`src/rtl/serial_add16.sv`:
```
// Digit-serial adder: D = A + B + Ci computed W bits per clock over N/W steps,
// with a start/ready/done handshake plus carry-out and signed overflow flags.
module serial_add16 #(
  parameter int N = 16,
  parameter int W = 4
) (
  input  logic         clk,
  input  logic         rst_n,
  input  logic         start,
  input  logic [N-1:0] A,
  input  logic [N-1:0] B,
  input  logic         Ci,
  output logic         ready,
  output logic         done,
  output logic [N-1:0] D,
  output logic         Co,
  output logic         ovf
);

  localparam int STEPS = N / W;
  localparam int CW    = $clog2(STEPS) + 1;

  typedef enum logic [1:0] {IDLE, RUN, DONE} state_t;

  state_t         state_reg;
  logic [N-1:0]   sa_reg;
  logic [N-1:0]   sb_reg;
  logic [N-1:0]   sr_reg;
  logic           c_reg;
  logic [CW-1:0]  cnt_reg;
  logic           a_msb_reg;
  logic           b_msb_reg;

  logic [W:0]     slice_sum;
  logic [N-1:0]   sr_next;
  logic           last_step;

  // The concatenate-then-shift form keeps the W == N case free of zero-width slices.
  always_comb begin
    slice_sum = {1'b0, sa_reg[W-1:0]} + {1'b0, sb_reg[W-1:0]} + {{W{1'b0}}, c_reg};
    sr_next   = N'({slice_sum[W-1:0], sr_reg} >> W);
    last_step = (cnt_reg == CW'(STEPS - 1));
  end

  always_ff @(posedge clk) begin
    if (!rst_n) begin
      state_reg <= IDLE;
      sa_reg    <= '0;
      sb_reg    <= '0;
      sr_reg    <= '0;
      c_reg     <= 1'b0;
      cnt_reg   <= '0;
      a_msb_reg <= 1'b0;
      b_msb_reg <= 1'b0;
      ready     <= 1'b1;
      done      <= 1'b0;
      D         <= '0;
      Co        <= 1'b0;
      ovf       <= 1'b0;
    end else begin
      case (state_reg)
        IDLE: begin
          done <= 1'b0;
          if (start) begin
            sa_reg    <= A;
            sb_reg    <= B;
            c_reg     <= Ci;
            a_msb_reg <= A[N-1];
            b_msb_reg <= B[N-1];
            cnt_reg   <= '0;
            ready     <= 1'b0;
            state_reg <= RUN;
          end
        end
        RUN: begin
          c_reg   <= slice_sum[W];
          sa_reg  <= sa_reg >> W;
          sb_reg  <= sb_reg >> W;
          sr_reg  <= sr_next;
          cnt_reg <= cnt_reg + 1'b1;
          if (last_step) begin
            D         <= sr_next;
            Co        <= slice_sum[W];
            ovf       <= (a_msb_reg == b_msb_reg) && (sr_next[N-1] != a_msb_reg);
            done      <= 1'b1;
            state_reg <= DONE;
          end
        end
        DONE: begin
          done      <= 1'b0;
          ready     <= 1'b1;
          state_reg <= IDLE;
        end
        default: begin
          done      <= 1'b0;
          ready     <= 1'b1;
          state_reg <= IDLE;
        end
      endcase
    end
  end

endmodule

```
`config.mk`:
```
export PLATFORM = sky130hd
export DESIGN_NAME = serial_add16
export DESIGN_NICKNAME = d
export VERILOG_FILES = /design/src/rtl/serial_add16.sv
export SDC_FILE = /design/constraint.sdc
export NUM_CORES = 1
export LEC_CHECK = 0
export ABC_AREA = 1
export BUFFER_PORTS_ARGS = -buffer_cell sky130_fd_sc_hd__buf_2
export CAP_MARGIN = 20
export CORE_MARGIN = 1
export CORE_UTILIZATION = 54
export DETAILED_ROUTE_END_ITERATION = 12
export GPL_TIMING_DRIVEN = 0
export PLACE_DENSITY_LB_ADDON = 0.2
export SLEW_MARGIN = 40
export SYNTH_ARGS = -nofsm -noshare
export SYNTH_HDL_FRONTEND = slang
export SYNTH_SLANG_ARGS = --single-unit
export TNS_END_PERCENT = 50
```
`constraint.sdc`:
```
create_clock -name clk -period 2.15 [get_ports clk]
set_input_delay 0.1075 -clock clk [delete_from_list [all_inputs] [get_ports clk]]
set_output_delay 0.1075 -clock clk [all_outputs]
set_load 0.005 [all_outputs]
```
==> flow_results.org <==
** GRT
- All-layer global routing usage :: 26.7%
- The via count of the first global-routing pass is 2354.
- The first global-routing pass estimated 11100 µm of wire.
- Global routing finished with a remaining overflow of 0.
- The initial antenna violation count came to 0.
- Entering global routing, the biggest net connects 13 pins.

** Logic synthesis
- After technology mapping, the gate count stands at 362.
- By instance count, the leading cell after synthesis is nand2_1.
- In the synthesized netlist the dominant register cell turns out to be dfxtp_1.
- A synthesized cell averages 7.89 µm².
- Area contributors post-synth :: dfxtp_1, nand2_1, o21ai_0, nor2_1, a31oi_1
- dfxtp_1 takes more of the synthesized area than any other cell.
- Share of the yosys chip area belonging to registers :: 50.4%
- Post-synthesis cell area :: 2860 µm²
- The number of nets in the synthesized netlist is 405.
- In the synthesized netlist, the cells that appear most often are nand2_1, dfxtp_1, nor2_1.
- The Yosys step of the flow raised 0 warnings.
- The number of different library cells used by synthesis comes to 25.
- Share of async-settable or async-resettable flops after synthesis :: 0%
- The synthesized design devotes to its leading area cell type 50.4% of total area.
- The synthesized design contains 0 enable-type register cells.
- In this run, synthesis produced a sequential element count of 72.

** Setup path
- The worst register-to-register path begins at sa_reg[0]$_SDFFE_PN0P_.
- Required time reported for the critical path endpoint :: 2.38 ns
- Critical register-to-register path endpoint :: c_reg$_SDFFE_PN0P_
- Kind of capture point of the worst setup path :: register
- For flop-to-flop paths, the worst setup slack is 0.32 ns.
- CP max stage delay :: 0.49 ns
- Tracing the worst setup path back leads to its startpoint at sa_reg[0]$_SDFFE_PN0P_.
- Worst path arrival time :: 2.06 ns
- Measured in cells, the most critical reg-to-reg path has a length of 6.
- Startpoint type of the worst setup path :: register
- Critical Path Fanout Max :: 2
- Critical-path top delay cell :: fa_1
- The cell that appears most often on the critical path is fa_1.
- Cells along the critical path :: fa_1, fa_1, a21oi_1, o21bai_1, nand2_1, a31oi_1
- The setup path with the least slack is of type register to register.

** Power
- Fraction of power consumed by sequential logic :: 46.4%
- Leakage dissipation :: 1.61 nW
- The design draws 3.19 mW.
- Cell internal power was estimated by the tool at 2.40 mW.
- Proportion of total power due to net switching :: 24.9%
- Sw Pwr :: 0.794 mW
- IR analysis of the VDD net gives a maximum drop of 0.000580 V.
- Dividing total power by cell area gives a power density of 914 nW/µm².
- Part of the total power dissipated in combinational logic :: 11.8%
- Power share of the clock group :: 41.8%

** Layout
- For this run, the number of standard cells in the final layout without fillers is 505.
- Compared with the post-synthesis result, the final layout area differs by 22.3%.
- The finished cells cover 3490 µm².
- Nets :: 473
- In the final layout, the share of cells above drive strength 1 is 21.1%.
- Antenna cell count :: 0
- Filler cells :: 446

** Die
- In this run the horizontal extent of the chip is 74.7 µm.
- After floorplanning, the core was sized to cover 5110 µm².
- The floorplan step set the die height to 74.7 µm.
- Overall die area :: 5590 µm²
- The initialized floorplan defines 26 standard-cell rows.
- Effective utilization at floorplan :: 56.0%
- Top-level port count :: 56

** STA
- The worst path meets setup with 0.318 ns of slack.
- Final setup fails :: 0
- Post-layout minimum cycle time :: 1.83 ns
- Max transition margin :: 65.9%
- Final Max Slew Viols :: 0
- Tightest Pin Transition :: 0.511 ns
- For this run, the top clock speed supported by timing is 546 MHz.
- Setup TNS :: 0 ns
- Post-route fraction of the period consumed by the critical path :: 85.2%
- Final setup skew :: 0.00803 ns
- Setup repair after global routing left no endpoint under its margin.
- The hold violation count in the final report is 0.

** Placed design
- Placer congestion estimate :: 0.790
- Timing analysis after detailed placement gives a worst setup slack of 0.361 ns.
- DP HPWL :: 4820 µm
- Including well taps, the total number of placed cells is 487.
- Once placement finished, the instance area stood at 3220 µm².
- Count of input and output buffers :: 55

** Clocking
- The clock drives 72 sinks.
- After clock tree synthesis, the setup repair step added 0 buffers.
- For the worst-skew pair, the clock arrives at the later sink with an insertion delay of 0.35 ns.
- Clock slew at reported path FFs :: 0.08 ns
- The H-tree generated during clock tree synthesis spans 3 levels.
- The tree is rooted in a clkbuf_8.
- Clk buf depth :: 2
- Clock tree from TritonCTS :: done
- Quantity of hold-fixing buffers added after cts :: 2
- Gates resized, CTS repair :: 0
- Inserted Clock Buffers :: 9

** Job
- Number of maximum-capacitance constraint violations :: 0

** Drt
- Dividing the detail-routed via count by the number of cells gives 5.24.
- Dividing the detail-routed wire length by the instance count gives 13.5 µm.
- For this run, design rule violations remaining after detail routing come to 0.
- Total number of vias :: 2647
- Once detail routing completed, the nets flagged for antenna violations numbered 0.
- The first detailed-routing pass took 5 iterations.
- Iteration-0 DRC Markers :: 181
- For this block, the routed nets add up to 6830 µm of wire.

** Worst hold path
- Class of the worst hold path :: primary input to register
- The path with the worst hold slack has its endpoint at sb_reg[14]$_SDFFE_PN0P_.
- Worst Min Path Start :: B[14]
- Hold Path Cell Cnt :: 3

** Run status
- Status :: finished clean
[placed cells by master, fill, tap and decap left out]
master,n
clkbuf_1,7
nand3_1,8
a31oi_1,25
xor2_1,1
o21bai_1,1
buf_4,4
nand2_2,2
nor2_8,1
clkbuf_8,11
nand2_4,1
nor2_1,44
dfxtp_1,72
o21ai_1,10
o21ai_0,40
clkinv_2,1
o32ai_2,1
buf_2,65
ha_1,5
inv_2,2
nand3b_1,1
inv_1,13
o211ai_1,2
dlygate4sd3_1,2
clkinv_1,2
a21oi_1,19
nand2_1,88
fa_1,2
a22oi_1,1
bufinv_16,3
clkinvlp_4,1
[area by class of cell]
cell class                 count  area [µm²]  share of cell area [%]
buffer                        21         106                    3.04
clock buffer                  11         151                    4.33
clock inverter                 5         103                    2.94
inverter                      17        63.8                    1.83
multi-input combinational    252        1250                    35.7
sequential                    72        1440                    41.2
tap                           70        87.6                    2.51
timing repair buffer          57         295                    8.45
[layer usage]
metal,track usage [%],part of all wire [%],up-vias
li1,-,-,1345
met3,4.69,5.4,13
met4,11.3,1.7,0
met2,41.4,44,94
met1,36.6,49,1195
met5,0,0,-
[metrics by stage]
step | hold slack [ns] | util (%)
after floorplan | 0.257 | -
after detailed placement | 0.365 | 63.1
after global placement | 0.362 | 63.1
final | 0.00416 | 68.4
after CTS | 0.000513 | 68.4
after global routing | 0.0118 | 68.4
[cells by family (layout without fill, tap and decap cells)]
| logic type | after synthesis | count (layout) | share of synthesized area, % |
|---|---|---|---|
| simple gates | 145 | 145 | 20.5 |
| compound gates | 99 | 99 | 19.2 |
| flops | 72 | 72 | 50.4 |
| buf+inv | 38 | 111 | 5.96 |
| fa+ha+maj | 7 | 7 | 3.59 |
| xor+xnor | 1 | 1 | 0.307 |
[critical path, delay by kind of cell, from the launching register on]
| family | cells | cell delay, ns |
|---|---|---|
| AOI/OAI and AO/OA | 3 | 0.35 |
| adders and majority gates | 2 | 0.91 |
| DFF | 1 | 0.34 |
| and+or+nand+nor | 1 | 0.11 |
[how the worst max path moves through the flow]
| stage | endpoint | slack, ns | depth (start not counted) |
|---|---|---|---|
| 3_3_place_gp | c_reg$_SDFFE_PN0P_ | 0.41 | 6 |
| 4_1_cts | c_reg$_SDFFE_PN0P_ | 0.35 | 6 |
| 3_5_place_dp | c_reg$_SDFFE_PN0P_ | 0.36 | 6 |
| 5_1_grt | c_reg$_SDFFE_PN0P_ | 0.27 | 6 |
| 6_report | c_reg$_SDFFE_PN0P_ | 0.32 | 6 |
| 2_1_floorplan | Co$_SDFFE_PN0P_ | 0.54 | 6 |
[power by group through the flow]
stage          Clock, mW  Sequential (mW)  Combinational, mW
5_1_grt             1.40             1.49              0.426
2_1_floorplan          0             1.49              0.251
3_5_place_dp           0             1.51              0.366
6_report            1.34             1.48              0.377
3_3_place_gp           0             1.51              0.358
4_1_cts             1.34             1.48              0.374
(Power assumes the default switching activity.)
